==> src/rtl/mem_port_sched.sv <==
// rtl/mem_port_sched.sv - byte-serial memory port shared by instruction fetch and load/store unit
//
// Arbitrates between the instruction-fetch (if_*) and load/store (lsb_*) requesters and moves
// each granted access over an 8-bit memory bus, one byte per cycle, little-endian.
//   clk, rst (async, active-low), rdy (global stall), flush (mispredict)
//   if_req/if_addr -> if_done/if_data          : fetch of FETCH_BYTES bytes
//   lsb_req/lsb_we/lsb_addr/lsb_wdata/lsb_size -> lsb_done/lsb_rdata : load/store of 1/2/4 bytes
//   mem_a/mem_dout/mem_wr -> memory, mem_din <- memory (data one cycle after the address)
//   io_buffer_full : UART full, blocks stores to I/O space; busy : transfer in progress
module mem_port_sched #(
    parameter int unsigned FETCH_BYTES = 4,
    parameter logic [1:0]  IO_TAG      = 2'b11
) (
    input  logic        clk,
    input  logic        rst,
    input  logic        rdy,
    input  logic        flush,
    input  logic        if_req,
    input  logic [31:0] if_addr,
    output logic        if_done,
    output logic [31:0] if_data,
    input  logic        lsb_req,
    input  logic        lsb_we,
    input  logic [31:0] lsb_addr,
    input  logic [31:0] lsb_wdata,
    input  logic [2:0]  lsb_size,
    output logic        lsb_done,
    output logic [31:0] lsb_rdata,
    input  logic [7:0]  mem_din,
    output logic [7:0]  mem_dout,
    output logic [31:0] mem_a,
    output logic        mem_wr,
    input  logic        io_buffer_full,
    output logic        busy
);

    typedef enum logic [1:0] {S_IDLE, S_READ, S_WRITE, S_DONE} state_t;

    localparam logic [2:0] FETCH_N = 3'(FETCH_BYTES);

    state_t      state_q, state_d;
    logic        owner_lsb_q, owner_lsb_d;   // requester of the transfer in flight
    logic        last_lsb_q, last_lsb_d;     // requester granted most recently
    logic [31:0] addr_q, addr_d;
    logic [31:0] wdata_q, wdata_d;
    logic [31:0] buf_q, buf_d;               // read bytes assembled so far
    logic [2:0]  n_q, n_d;                   // bytes in this transfer
    logic [2:0]  k_q, k_d;                   // edges since accept
    logic [31:0] mem_a_q, mem_a_d;
    logic [7:0]  mem_dout_q, mem_dout_d;
    logic [31:0] if_data_q, if_data_d;
    logic [31:0] lsb_rdata_q, lsb_rdata_d;

    logic        if_ok, lsb_ok, grant_lsb;
    logic [2:0]  lsb_n, k_nxt;
    logic [1:0]  cap_idx;

    always_comb begin
        lsb_n = 3'd4;
        if (lsb_size == 3'd1) lsb_n = 3'd1;
        else if (lsb_size == 3'd2) lsb_n = 3'd2;
    end

    // A flushed fetch request is discarded; an I/O store waits while the UART is full.
    assign if_ok     = if_req & ~flush;
    assign lsb_ok    = lsb_req & ~(lsb_we & (lsb_addr[17:16] == IO_TAG) & io_buffer_full);
    assign grant_lsb = lsb_ok & (~if_ok | ~last_lsb_q);

    assign k_nxt   = k_q + 3'd1;
    // Memory returns data one cycle late, so the byte arriving at edge k belongs to address k-1.
    assign cap_idx = k_q[1:0] - 2'd1;

    always_comb begin
        state_d     = state_q;
        owner_lsb_d = owner_lsb_q;
        last_lsb_d  = last_lsb_q;
        addr_d      = addr_q;
        wdata_d     = wdata_q;
        buf_d       = buf_q;
        n_d         = n_q;
        k_d         = k_q;
        mem_a_d     = mem_a_q;
        mem_dout_d  = mem_dout_q;
        if_data_d   = if_data_q;
        lsb_rdata_d = lsb_rdata_q;
        case (state_q)
            S_IDLE: begin
                if (if_ok || lsb_ok) begin
                    owner_lsb_d = grant_lsb;
                    last_lsb_d  = grant_lsb;
                    addr_d      = grant_lsb ? lsb_addr : if_addr;
                    wdata_d     = lsb_wdata;
                    n_d         = grant_lsb ? lsb_n : FETCH_N;
                    k_d         = 3'd0;
                    buf_d       = 32'd0;
                    mem_a_d     = addr_d;
                    if (grant_lsb && lsb_we) begin
                        mem_dout_d = lsb_wdata[7:0];
                        state_d    = S_WRITE;
                    end else begin
                        state_d    = S_READ;
                    end
                end
            end
            S_READ: begin
                if (flush) begin
                    state_d = S_IDLE;
                end else begin
                    if (k_q != 3'd0) buf_d[{cap_idx, 3'b000} +: 8] = mem_din;
                    if (k_q == n_q) begin
                        state_d = S_DONE;
                        if (owner_lsb_q) lsb_rdata_d = buf_d;
                        else             if_data_d   = buf_d;
                    end else begin
                        k_d = k_nxt;
                        if (k_nxt < n_q) mem_a_d = addr_q + 32'(k_nxt);
                    end
                end
            end
            S_WRITE: begin
                // Stores are committed once started, so flush is ignored here.
                if (k_nxt < n_q) begin
                    k_d        = k_nxt;
                    mem_a_d    = addr_q + 32'(k_nxt);
                    mem_dout_d = wdata_q[{k_nxt[1:0], 3'b000} +: 8];
                end else begin
                    state_d = S_DONE;
                end
            end
            default: state_d = S_IDLE;
        endcase
    end

    always_ff @(posedge clk or negedge rst) begin
        if (!rst) begin
            state_q     <= S_IDLE;
            owner_lsb_q <= 1'b0;
            last_lsb_q  <= 1'b0;
            addr_q      <= 32'd0;
            wdata_q     <= 32'd0;
            buf_q       <= 32'd0;
            n_q         <= 3'd0;
            k_q         <= 3'd0;
            mem_a_q     <= 32'd0;
            mem_dout_q  <= 8'd0;
            if_data_q   <= 32'd0;
            lsb_rdata_q <= 32'd0;
        end else if (rdy) begin
            state_q     <= state_d;
            owner_lsb_q <= owner_lsb_d;
            last_lsb_q  <= last_lsb_d;
            addr_q      <= addr_d;
            wdata_q     <= wdata_d;
            buf_q       <= buf_d;
            n_q         <= n_d;
            k_q         <= k_d;
            mem_a_q     <= mem_a_d;
            mem_dout_q  <= mem_dout_d;
            if_data_q   <= if_data_d;
            lsb_rdata_q <= lsb_rdata_d;
        end
    end

    assign if_done   = (state_q == S_DONE) && !owner_lsb_q;
    assign lsb_done  = (state_q == S_DONE) && owner_lsb_q;
    assign mem_wr    = (state_q == S_WRITE);
    assign busy      = (state_q != S_IDLE);
    assign mem_a     = mem_a_q;
    assign mem_dout  = mem_dout_q;
    assign if_data   = if_data_q;
    assign lsb_rdata = lsb_rdata_q;

endmodule

==> config.mk <==
export PLATFORM = sky130hd
export DESIGN_NAME = mem_port_sched
export DESIGN_NICKNAME = d
export VERILOG_FILES = /design/src/rtl/mem_port_sched.sv
export SDC_FILE = /design/constraint.sdc
export NUM_CORES = 1
export LEC_CHECK = 0
export ABC_AREA = 1
export BUFFER_PORTS_ARGS = -buffer_cell sky130_fd_sc_hd__buf_2
export CORE_MARGIN = 3
export CORE_UTILIZATION = 34
export CTS_CLUSTER_SIZE = 16
export DETAILED_ROUTE_END_ITERATION = 8
export GPL_TIMING_DRIVEN = 0
export HOLD_SLACK_MARGIN = 0.15
export PLACE_DENSITY = 0.6
export SYNTH_ARGS = -nofsm -noshare
export SYNTH_HDL_FRONTEND = slang
export SYNTH_SLANG_ARGS = --single-unit
==> constraint.sdc <==
create_clock -name clk -period 7.6 [get_ports clk]
set_input_delay 1.52 -clock clk [delete_from_list [all_inputs] [get_ports clk]]
set_output_delay 1.52 -clock clk [all_outputs]
set_load 0.01 [all_outputs]
Word level (Yosys, flattened, before mapping)
Index checks and enable logic that the tools add are counted.
- input port bits: 115
- logic and storage cells: 91
- register bits: 209
- bitwise operators: 10
- equal/unequal tests: 14
- $lt $le $gt $ge: 1
- mux-type cells: 29
- shift operators: 3
- reductions and logical operators: 19
- add/subtract/negate cells: 4
- operator list (cell ; count):
    two-way mux 32 bit ; 8
    case mux 32 bit (3 select lines) ; 1
    case mux 32 bit (2 select lines) ; 1
    adder 32 x 3 -> 32 bit ; 1
    bitwise mux 32 bit ; 1
    variable shift 8 x 7 -> 32 bit (first input constant) ; 1
    indexed part select 32 x 6 -> 8 bit ; 1
    indexed part select 8 x 7 -> 32 bit ; 1
    two-way mux 8 bit ; 3
    two-way mux 3 bit ; 7
    AND reduction 5 bit ; 4
    case mux 8 bit (2 select lines) ; 1
    two-way mux 2 bit ; 5
    != test 2 bit (second input constant) ; 5
    case mux 3 bit (3 select lines) ; 1
    AND reduction 4 bit ; 2
    negator 5 -> 7 bit ; 1
    == test 2 bit (second input constant) ; 3
    case mux 2 bit (3 select lines) ; 1
    AND reduction 6 bit ; 1
    nonzero test 2 bit ; 3
    nonzero test 3 bit ; 2
    AND 1 bit ; 5
    inverter 1 bit ; 4
    other kinds (15) ; 17

Logic depth before layout (Yosys ltp)
- word-level depth: 10
- mapped depth: 17
- gate-level depth less buffers: 15

Least setup slack after synthesis
Ideal clock, no wire load.
- kind: flip-flop to flip-flop
- from: register k_q[0]
- to: register mem_a_q[20] (netlist: mem_a[20])
- library setup time: 0.117 ns
- period minus slack after synthesis: 2.805 ns
- data arrival time: 2.689 ns
- required time: 7.483 ns
- cell stages (with the launch flop): 17
- setup slack: 4.795 ns
- cell sequence: dfrtp_1 buf_2 inv_1 buf_2 ha_1 clkinv_1 fa_1 inv_1 nand2_1 nand2_1 nand2_1 nor2_1 nand3_1 nand3_1 nand2_1 nand2_1 nand2_1
- cells in the longest elaborated chain, start to end: 6
- elaborated cells on any way between the ends: 10
- ends and longest elaborated chain (what ; RTL line ; source):
    start, declared ; 48 ; logic [2:0] k_q, k_d;
    start signal, assigned ; 156 ; k_q <= k_d;
    adder 3 x 1 -> 3 bit ; 69 ; assign k_nxt = k_q + 3'd1;
    adder 32 x 3 -> 32 bit / < comparator 3 bit (equally long branches) ; 116, 124, 122 ;
    two-way mux 32 bit ; 116, 122 ;
    two-way mux 32 bit ; 110 ; if (k_q == n_q) begin
    two-way mux 32 bit ; 106 ; if (flush) begin
    case mux 32 bit (3 select lines) ; 86 ; case (state_q)
    end signal, assigned ; 157 ; mem_a_q <= mem_a_d;
    end, declared ; 49 ; logic [31:0] mem_a_q, mem_a_d;
Parallel ways exist; a longest one is shown, timed or not. The select of a mux whose other input is x is not followed.
A chain may end at the register's enable or synchronous reset.

Final worst setup path
- from: register k_q[0]
- to: register mem_a_q[18] (netlist: mem_a[18])
The elaborated chain is that of the path after synthesis.

==> flow_summary.yaml <==
placement:
  place_congestion: 0.915
  hpwlAfterDp_um: 28100
  port_buffers: 222
  dpl.cell_count: 2189
clock_network:
  postCtsSetupBuffers: 0
  root_buffer: "clkbuf_16"
  clkSlewWorstSetupHoldPaths_ps: 60
  cts_tree: "yes"
  cts.sinks: 209
  cts_buffers: 24
  hold_buffers: 0
  htreeDepth: 1
  cts.repair.resized: 0
  clkLatencyLatePin_ps: 520
  max-clock-path-buffers: 3
drt:
  wirelength_um: 36900
  firstDrtPassIters: 5
  drc: 0
  dr.first_iter.drc_count: 822
  vias: 10975
  drtAntennaViolNets: 0
  avgViaCountPerCell: 4.92
  routedWlPerCell_um: 16.6
critical_path:
  path_common_cell: "nand2_1"
  cp_cell_sequence: "buf_2 -> inv_1 -> buf_2 -> ha_1 -> clkinv_1 -> fa_1 -> inv_1 -> nand2_1 -> nand2_1 -> nand2_1 -> nor2_1 -> nand2_1 -> nand2_1 -> nand3_1 -> nand3_1 -> nand2_1"
  cp_max_fo: 12
  cpMaxStageDelayCell: "fa_1"
  start_kind: "register"
  critical_path.max_stage_delay_ps: 550
  end_kind: "register"
  critPathArrivalTime_ps: 4180
  critPathKind: "reg -> reg"
  cp.required_ps: 8000
timing:
  period_needed_ps: 3780
  slew_headroom_pct: 51.2
  skew_ps: 10.0
  worst_slew_pin_slew_ps: 724
  maxSlewViolCount: 0
  rsz0062_at_grt: "no"
  fin_crit_sh_pct: 49.7
  tns_ps: 0
  max_freq_ghz: 0.265
  setup-violations-final: 0
  hold_viol: 0
synthesis:
  ys.flop_type: "dfrtp_1"
  async_flop_share_pct: 100
  ys_seq_area_share_pct: 46.9
  synth.avg_cell_area_um2: 7.30
  yosysWarningCount: 0
  syn-num-nets: 1663
  syn_inst: 1530
  synth-seq-cells: 209
  syn-cell-area_mm2: 0.0112
  synth.distinct_cells: 37
  synth-edff-count: 0
finish:
  nNetsFinal: 1913
  layout_commonest_cell: "nand2_1"
  final_cell_mix: "nand2_1, buf_2, dfrtp_1"
  nFillCells: 3405
  drive_gt1_share_pct: 18.2
  final_cells: 2231
  syn2layout_area_growth_pct: 22.6
power_and_ir_drop:
  power_switching_mw: 2.17
  swShare_pct: 42.9
  p_int_mw: 2.89
  peakVddDrop_mv: 0.178
  power_frac_seq_pct: 34.8
  comb_power_share_pct: 42.0
  pwr-share-clk_pct: 23.3
  power_density_mw_per_mm2: 370
  p_leak_nw: 7.09
worst_hold_path:
  hold_path_class: "reg -> reg"
die:
  fp.dieW_um: 187
  num_io_pins: 223
  die_height_um: 187
  num_rows: 65
  initial_core_util_pct: 34.9
  die_area_mm2: 0.0350
  core_mm2: 0.0320
global_route:
  antenna_found_initial: 3
  grt_pass1_wl_um: 58500
  track_usage_pct: 20.6
  grt_pass1_vias: 10639
  grt_start_max_net_pins: 82
  grt-ovfl-total: 0
run:
  maxCapViolations: 0
outcome:
  status: "completed"
==> sequential cells by signal, summed over array words and instances, names as in the netlist <==
| name | cells |
|---|---|
| last_lsb_q | 1 |
| k_q | 3 |
| wdata_q | 32 |
| buf_q | 32 |
| n_q | 3 |
| addr_q | 32 |
| state_q | 2 |
| if_data | 32 |
| mem_dout | 8 |
| mem_a | 32 |
| lsb_rdata | 32 |
==> area by class of cell <==
class	count	area, µm²	share of cell area (%)
Inverter	185	694	5.07
Antenna cell	1	2.50	0.0183
Multi-Input combinational cell	1069	4890	35.7
Buffer	67	349	2.55
Tap cell	435	544	3.98
Clock buffer	30	684	5.00
Timing Repair Buffer	224	1180	8.59
Clock inverter	11	116	0.850
Sequential cell	209	5230	38.2
==> power groups by stage <==
stage | sequential (mW) | clock, mW | combinational, mW
global route | 1.81 | 1.26 | 2.39
global placement | 1.77 | 0 | 2.10
detailed placement | 1.77 | 0 | 2.12
floorplan | 1.81 | 0 | 1.25
finish | 1.76 | 1.18 | 2.12
CTS | 1.76 | 1.21 | 2.14
==> critical path, delay by kind of cell, from the launching register on <==
| family | cells | cell delay, ps |
|---|---|---|
| adders and majority gates | 2 | 940 |
| buffers and inverters | 5 | 1080 |
| DFF | 1 | 450 |
| and+or+nand+nor | 9 | 1190 |
==> Yosys cell counts (3+ instances only) <==
master	n	area, µm²
a21oi_1	21	105
buf_1	3	11.3
buf_2	19	95.1
buf_4	16	120
clkbuf_1	23	86.3
clkbuf_2	5	25.0
dfrtp_1	209	5230
ha_1	17	213
inv_1	178	668
inv_2	6	22.5
nand2_1	561	2110
nand3_1	109	546
nand4_1	35	219
nor2_1	73	274
nor2_2	4	25.0
o211ai_1	18	135
o21ai_0	187	936
o21ai_1	18	90.1
==> kinds of logic after synthesis <==
group,count (synthesis),share of synthesized area (%)
compound gates,251,11.8
xor+xnor,3,0.235
buf+inv,252,9.35
flops,209,46.9
fa+ha+maj,18,2.08
simple gates,797,29.6
==> metal layers <==
metal / vias to the layer above / global-route usage [%] / wire length [µm] / share of wire, %
met4: 4 / 5.55 / 1070 / 2.9
met3: 67 / 3.69 / 2350 / 6.3
met2: 352 / 33.5 / 16700 / 45
met1: 5178 / 28.3 / 16800 / 45
met5: - / 0 / 34 / 0.092
li1: 5374 / - / - / -
==> final timing paths <==
check | startpoint | end | slack [ps] | cells past startpoint
hold reg to reg | mem_dout[4] | mem_dout[4] | 460 | 2
setup / recovery | k_q[0] | mem_a[18] | 3820 | 16
setup reg to reg | k_q[0] | mem_a[18] | 3820 | 16
max in group asynchronous | rst | state_q[0] | 5940 | 2
hold / removal | mem_dout[4] | mem_dout[4] | 460 | 2
min in group asynchronous | rst | lsb_rdata[27] | 930 | 1
==> through the flow <==
step                setup WS (ps)  power, mW  hold slack (ps)  instance area (µm²)  utilization (%)
global route                 3490       5.46              483                13700             42.8
global placement             1200       3.86              454                12800             40.1
floorplan                    4790       3.06              437                11200                -
finish                       3820       5.06              464                13700             42.8
detailed placement           3820       3.90              454                12900             40.3
CTS                          3800       5.11              469                13700             42.8
(Power assumes the default switching activity.)
